===== src/rtl/cpu_pkg.sv =====
// Shared definitions for the accumulator CPU: opcode values, FSM state encoding
// and the ALU operation select.
package cpu_pkg;

    localparam logic [3:0] OP_NOP = 4'h0, OP_LDI = 4'h1, OP_LDA = 4'h2, OP_STA = 4'h3,
                           OP_ADD = 4'h4, OP_SUB = 4'h5, OP_AND = 4'h6, OP_OR  = 4'h7,
                           OP_XOR = 4'h8, OP_JMP = 4'h9, OP_JZ  = 4'hA, OP_JC  = 4'hB,
                           OP_HLT = 4'hF;

    typedef enum logic [1:0] {
        S_FETCH,
        S_OPER,
        S_MEM,
        S_HALT
    } state_e;

    typedef enum logic [2:0] {
        ALU_PASS,
        ALU_ADD,
        ALU_SUB,
        ALU_AND,
        ALU_OR,
        ALU_XOR
    } alu_op_e;

    // Loads use PASS so that they share the ALU zero detect with arithmetic ops.
    function automatic alu_op_e alu_op_for(input logic [3:0] op);
        case (op)
            OP_ADD:  return ALU_ADD;
            OP_SUB:  return ALU_SUB;
            OP_AND:  return ALU_AND;
            OP_OR:   return ALU_OR;
            OP_XOR:  return ALU_XOR;
            default: return ALU_PASS;
        endcase
    endfunction

    function automatic logic is_illegal(input logic [3:0] op);
        return (op >= 4'hC) && (op <= 4'hE);
    endfunction

endpackage


===== src/rtl/cpu_alu.sv =====
// Combinational ALU: a is the accumulator, b the memory/immediate operand.
module cpu_alu
    import cpu_pkg::*;
#(
    parameter int DATA_W = 8
) (
    input  alu_op_e           op,
    input  logic [DATA_W-1:0] a,
    input  logic [DATA_W-1:0] b,
    output logic [DATA_W-1:0] result,
    output logic              carry,
    output logic              zero
);

    logic [DATA_W:0] sum;

    // Carry is the unsigned overflow for ADD and the borrow (a < b) for SUB.
    always_comb begin
        result = b;
        carry  = 1'b0;
        sum    = '0;
        case (op)
            ALU_ADD: begin
                sum    = {1'b0, a} + {1'b0, b};
                result = sum[DATA_W-1:0];
                carry  = sum[DATA_W];
            end
            ALU_SUB: begin
                result = a - b;
                carry  = (a < b);
            end
            ALU_AND: result = a & b;
            ALU_OR:  result = a | b;
            ALU_XOR: result = a ^ b;
            default: result = b;
        endcase
        zero = (result == '0);
    end

endmodule


===== src/rtl/cpu_core.sv =====
// Multi-cycle accumulator CPU: FETCH -> OPER -> MEM over a single req/ready
// memory port, with Z/C flags and a sticky illegal-opcode halt.
module cpu_core
    import cpu_pkg::*;
#(
    parameter int DATA_W = 8,
    parameter int ADDR_W = 8
) (
    input  logic              clk,
    input  logic              reset,
    input  logic [DATA_W-1:0] mem_rdata,
    input  logic              mem_ready,
    output logic              mem_req,
    output logic              mem_we,
    output logic [ADDR_W-1:0] mem_addr,
    output logic [DATA_W-1:0] mem_wdata,
    output logic              halted,
    output logic              illegal,
    output logic [ADDR_W-1:0] pc_dbg
);

    state_e            state, state_next;
    logic [ADDR_W-1:0] pc, pc_next;
    logic [ADDR_W-1:0] opr, opr_next;
    logic [DATA_W-1:0] acc, acc_next;
    logic [3:0]        ir, ir_next;
    logic              z, z_next;
    logic              c, c_next;
    logic              illegal_flag, illegal_next;

    logic [3:0]        opcode;
    alu_op_e           alu_op;
    logic [DATA_W-1:0] alu_result;
    logic              alu_carry;
    logic              alu_zero;

    assign opcode = mem_rdata[DATA_W-1 -: 4];

    // In OPER the only ALU user is LDI, which passes the immediate through.
    assign alu_op = (state == S_OPER) ? ALU_PASS : alu_op_for(ir);

    cpu_alu #(
        .DATA_W(DATA_W)
    ) u_alu (
        .op    (alu_op),
        .a     (acc),
        .b     (mem_rdata),
        .result(alu_result),
        .carry (alu_carry),
        .zero  (alu_zero)
    );

    always_ff @(posedge clk or negedge reset) begin
        if (!reset) begin
            state        <= S_FETCH;
            pc           <= '0;
            opr          <= '0;
            acc          <= '0;
            ir           <= '0;
            z            <= 1'b0;
            c            <= 1'b0;
            illegal_flag <= 1'b0;
        end else begin
            state        <= state_next;
            pc           <= pc_next;
            opr          <= opr_next;
            acc          <= acc_next;
            ir           <= ir_next;
            z            <= z_next;
            c            <= c_next;
            illegal_flag <= illegal_next;
        end
    end

    // Nothing advances without mem_ready, so every memory output holds during wait states.
    always_comb begin
        state_next   = state;
        pc_next      = pc;
        opr_next     = opr;
        acc_next     = acc;
        ir_next      = ir;
        z_next       = z;
        c_next       = c;
        illegal_next = illegal_flag;
        case (state)
            S_FETCH: begin
                if (mem_ready) begin
                    ir_next = opcode;
                    pc_next = pc + ADDR_W'(1);
                    if (opcode == OP_NOP) begin
                        state_next = S_FETCH;
                    end else if (opcode == OP_HLT) begin
                        state_next = S_HALT;
                    end else if (is_illegal(opcode)) begin
                        illegal_next = 1'b1;
                        state_next   = S_HALT;
                    end else begin
                        state_next = S_OPER;
                    end
                end
            end
            S_OPER: begin
                if (mem_ready) begin
                    pc_next    = pc + ADDR_W'(1);
                    opr_next   = mem_rdata[ADDR_W-1:0];
                    state_next = S_FETCH;
                    case (ir)
                        OP_LDI: begin
                            acc_next = alu_result;
                            z_next   = alu_zero;
                        end
                        OP_JMP: pc_next = mem_rdata[ADDR_W-1:0];
                        OP_JZ:  if (z) pc_next = mem_rdata[ADDR_W-1:0];
                        OP_JC:  if (c) pc_next = mem_rdata[ADDR_W-1:0];
                        default: state_next = S_MEM;
                    endcase
                end
            end
            S_MEM: begin
                if (mem_ready) begin
                    state_next = S_FETCH;
                    case (ir)
                        OP_LDA, OP_AND, OP_OR, OP_XOR: begin
                            acc_next = alu_result;
                            z_next   = alu_zero;
                        end
                        OP_ADD, OP_SUB: begin
                            acc_next = alu_result;
                            z_next   = alu_zero;
                            c_next   = alu_carry;
                        end
                        default: ;
                    endcase
                end
            end
            default: state_next = S_HALT;
        endcase
    end

    assign mem_req   = (state != S_HALT);
    assign mem_we    = (state == S_MEM) && (ir == OP_STA);
    assign mem_addr  = (state == S_MEM) ? opr : pc;
    assign mem_wdata = acc;
    assign halted    = (state == S_HALT);
    assign illegal   = illegal_flag;
    assign pc_dbg    = pc;

endmodule


===== config.mk =====
export PLATFORM = sky130hd
export DESIGN_NAME = cpu_core
export DESIGN_NICKNAME = d
export VERILOG_FILES = /design/src/rtl/cpu_pkg.sv /design/src/rtl/cpu_alu.sv /design/src/rtl/cpu_core.sv
export SDC_FILE = /design/constraint.sdc
export NUM_CORES = 1
export LEC_CHECK = 0
export CORE_MARGIN = 4
export CORE_UTILIZATION = 28
export DETAILED_ROUTE_END_ITERATION = 8
export HOLD_SLACK_MARGIN = 0.02
export PLACE_DENSITY = 0.49
export SETUP_SLACK_MARGIN = 0.4
export SYNTH_ARGS = -nofsm -noshare
export SYNTH_HDL_FRONTEND = slang
export SYNTH_SLANG_ARGS = --single-unit
export TNS_END_PERCENT = 50

===== constraint.sdc =====
create_clock -name clk -period 4.4 [get_ports clk]
set_input_delay 0.88 -clock clk [delete_from_list [all_inputs] [get_ports clk]]
set_output_delay 0.88 -clock clk [all_outputs]
set_load 0.005 [all_outputs]

==> out/results.tsv <==
stage	metric	value	unit
timing	Final min period	3.71	ns
power_and_ir_drop	Clk network pwr share	10.1	%
cts	cts hold-fix bufs	0	
finish	synth-to-layout area growth	20.2	%
critical_path	critical path arrival	3.94	ns
cts	Worst-path clk slew	0.08	ns
routing	DRC	0	
critical_path	worst reg2reg path depth	8	
yosys	main combinational cell family by area after synthesis	compound AO/OA/AOI/OAI gates	
floorplan	FP Rows	36	
floorplan	Die Wd	109	um
floorplan	core area	0.00982	mm^2
critical_path	Critical Path Stages	9	
critical_path	WP buf/inv	2	
yosys	Compound-Gate Fraction of Synth Area	26.3	%
finish	Non-Filler Instances	510	
worst_hold_path	hold endpoint	illegal	
finish	final core utilization	34.8	%
yosys	Seq/Total Area, Yosys	29.1	%
yosys	Yosys top cell by area	dfrtp_1	
finish	Finished Cell Area	0.00341	mm^2
timing	Setup Viol. Count Final	0	
critical_path	Top delay family on crit path	compound AO/OA/AOI/OAI gates	
floorplan	Initial Util	28.9	%
critical_path	Worst R2R End	z	
global_routing	total congestion overflow	0	
routing	Pre-antenna DRT Iters	5	
worst_hold_path	worst hold stages	1	
critical_path	Setup Crit Path Kind	in2reg	
cts	CTS buffer count	5	
global_routing	Total GRT Usage	15.8	%
yosys	cell count after synthesis	344	
timing	Worst-Margin Slew	1.03	ns
global_routing	initial antenna violation count	0	
yosys	Seq cells post-synth	33	
power_and_ir_drop	cell-internal power	0.00122	W
routing	final wirelength	8940	um
place	RD Place Congestion	0.884	
yosys	ys flop type	dfrtp_1	
finish	Nets	414	
finish	# diodes	0	
yosys	EDFF count, synth	0	
finish	Fill cells	1057	
timing	final worst path period share	84.4	%
power_and_ir_drop	Peak VDD IR	0.000178	V
critical_path	slowest stage delay, CP	0.91	ns
power_and_ir_drop	LEAKAGE	1.46	nW
cts	post-CTS setup buffer count	0	
critical_path	RR Startpoint	mem_wdata[4]	
timing	Slew Limit Headroom	29.2	%
timing	pins over their slew limit	0	
critical_path	worst-path fanout max	9	
routing	remaining antenna violation count	0	
yosys	Mapped Area	0.00284	mm^2
yosys	synth top area cells	dfrtp_1 29%, ha_1 11%, nand2_1 6.7%	
power_and_ir_drop	Pwr Total	0.00233	W
yosys	ys async rst share	100	%
critical_path	cells along the critical path	clkdlybuf4s50_1, inv_1, ha_1, o21bai_1, a2111oi_0, o2111a_1, o21ai_1, a2111oi_2, o2bb2ai_1	
cts	H-Tree Level Count	2	
critical_path	CP Launch Type	input port	
critical_path	CP required	4.63	ns
timing	Clock Skew	0.0139	ns
finish	layout cells sized above 1	7.96	%
critical_path	crit path capture type	flop	
cts	clock sinks	33	
cts	CTS Buffer Depth	2	
global_routing	number of global-route vias before repair	2628	
yosys	unique cell type count in the Yosys netlist	68	
floorplan	Die Ht	109	um
timing	setup TNS	0	ns
run_status	outcome	complete, no violations	
job	max_cap viols	0	
yosys	mux contribution to synthesized area	2.29	%
cts	CTS tree	built	
power_and_ir_drop	Reg power frac	27.5	%
power_and_ir_drop	Switching Share	47.6	%
floorplan	DIE AREA	0.0118	mm^2
routing	DR WL/cell	17.5	um
yosys	syn_nets	382	
timing	unrepaired setup endpoints after global routing	false	
critical_path	reg-to-reg slack, setup	1.48	ns
power_and_ir_drop	PD cells	681	mW/mm^2
worst_hold_path	Worst Hold Class	reg2reg	
cts	post-CTS sizing	0	
yosys	synth warn	0	
routing	Via density	5.26	
place	dpl cells	502	
place	port buffer count	38	
floorplan	num ports	39	
routing	vias	2684	
timing	maximum clock rate	269	MHz
cts	Worst-Skew Late Latency	0.29	ns
global_routing	largest net degree at the start of global routing	34	
worst_hold_path	HP Start	illegal	
cts	Clock Tree Root	clkbuf_8	
place	dpl hpwl	6740	um
yosys	Mean Syn Cell Area	8.26	um^2
yosys	XOR/XNOR Fraction of Synth Area	0.616	%
yosys	Post-Synth Adder-Cell Area	12.4	%
global_routing	global-route wire length before repair	14400	um
place	Post-DP Area	0.00333	mm^2
timing	Final Hold Violating Endpoints	0	
routing	Iteration-0 DRC Markers	128	
critical_path	crit path max-delay cell type	a2111oi_0	
power_and_ir_drop	net switching power	0.00111	W
yosys	share of the synthesized area in the top cell type	29.1	%
yosys	simple-gate share of the synthesized area	22.7	%
power_and_ir_drop	Comb power frac	62.4	%
[Yosys cell counts (6+ instances only)]
master	count
o21ai_0	27
nor2b_1	8
ha_1	25
a21oi_1	23
nand2_1	51
inv_1	22
nor3_1	8
dfrtp_1	33
a21o_1	7
a31oi_1	6
nor2_1	25
clkbuf_1	11
[cells in the final DEF (no fill, tap or decap), types with 4 or more instances in the layout]
master / count
inv_1: 22
dfrtp_1: 33
nand2_1: 51
nor2b_1: 8
nand2b_1: 5
a31oi_1: 6
a21oi_1: 23
a221oi_1: 4
nor2_1: 25
clkbuf_8: 5
buf_4: 5
ha_1: 25
nor3_1: 8
a21o_1: 7
clkdlybuf4s50_1: 38
nor3b_1: 4
nand3_1: 5
o21ai_0: 27
mux2_2: 4
[logic make-up (layout without fill, tap and decap cells)]
logic type	count (synthesis)	count (layout)
adder cells (fa/ha/maj)	27	27
buffers and inverters	41	74
AND/OR/NAND/NOR	129	129
AO/OA/AOI/OAI	106	106
XOR/XNOR	2	2
multiplexers	6	6
flip-flops	33	33
[state kept, by name, summed over array words and instances, names as in the netlist]
register and count:
illegal 1, c 1, ir 4, mem_wdata 8, pc_dbg 8, opr 8
state 2, z 1
[power groups by stage]
stage	combinational [W]	sequential [W]	clock, W
floorplan	0.00100	0.000559	0
global placement	0.00145	0.000644	0
detailed placement	0.00144	0.000643	0
CTS	0.00145	0.000639	0.000244
global route	0.00161	0.000669	0.000253
finish	0.00145	0.000640	0.000234
[routing by layer]
metal  vias up  wire [um]  global-route usage [%]  part of all wire [%]
li1       1297          -                       -                     -
met1      1293       4220                    21.1                    47
met2        80       4130                    25.9                    46
met3        14        440                    2.37                   4.9
met4         0        156                    5.32                   1.7
met5         -          0                       0                     0
[how the worst max path moves through the flow]
stage / start / end / slack [ns]
after floorplan: mem_rdata[2] / z / 1.49
after global placement: mem_rdata[2] / z / 0.35
after detailed placement: mem_rdata[2] / z / 0.39
after CTS: mem_rdata[2] / z / 0.68
after global routing: mem_rdata[2] / c / 0.55
final: mem_rdata[2] / z / 0.69
[cell type report]
class	count	area [um^2]	area share, %
multi-input combinational	270	1840	53.8
clock buffer	6	72.6	2.13
tap	133	166	4.87
inverter	23	86.3	2.53
clock inverter	2	10.0	0.293
sequential	33	826	24.2
timing repair buffer	43	418	12.2
[per-stage QoR]
| step | hold slack (ns) | worst slack (ns) |
|---|---|---|
| 2_1_floorplan | 0.450 | 1.49 |
| 3_3_place_gp | 0.451 | 0.351 |
| 3_5_place_dp | 0.458 | 0.392 |
| 4_1_cts | 0.477 | 0.683 |
| 5_1_grt | 0.505 | 0.547 |
| 6_report | 0.473 | 0.687 |
No activity file was read; power rests on OpenSTA's default activity.
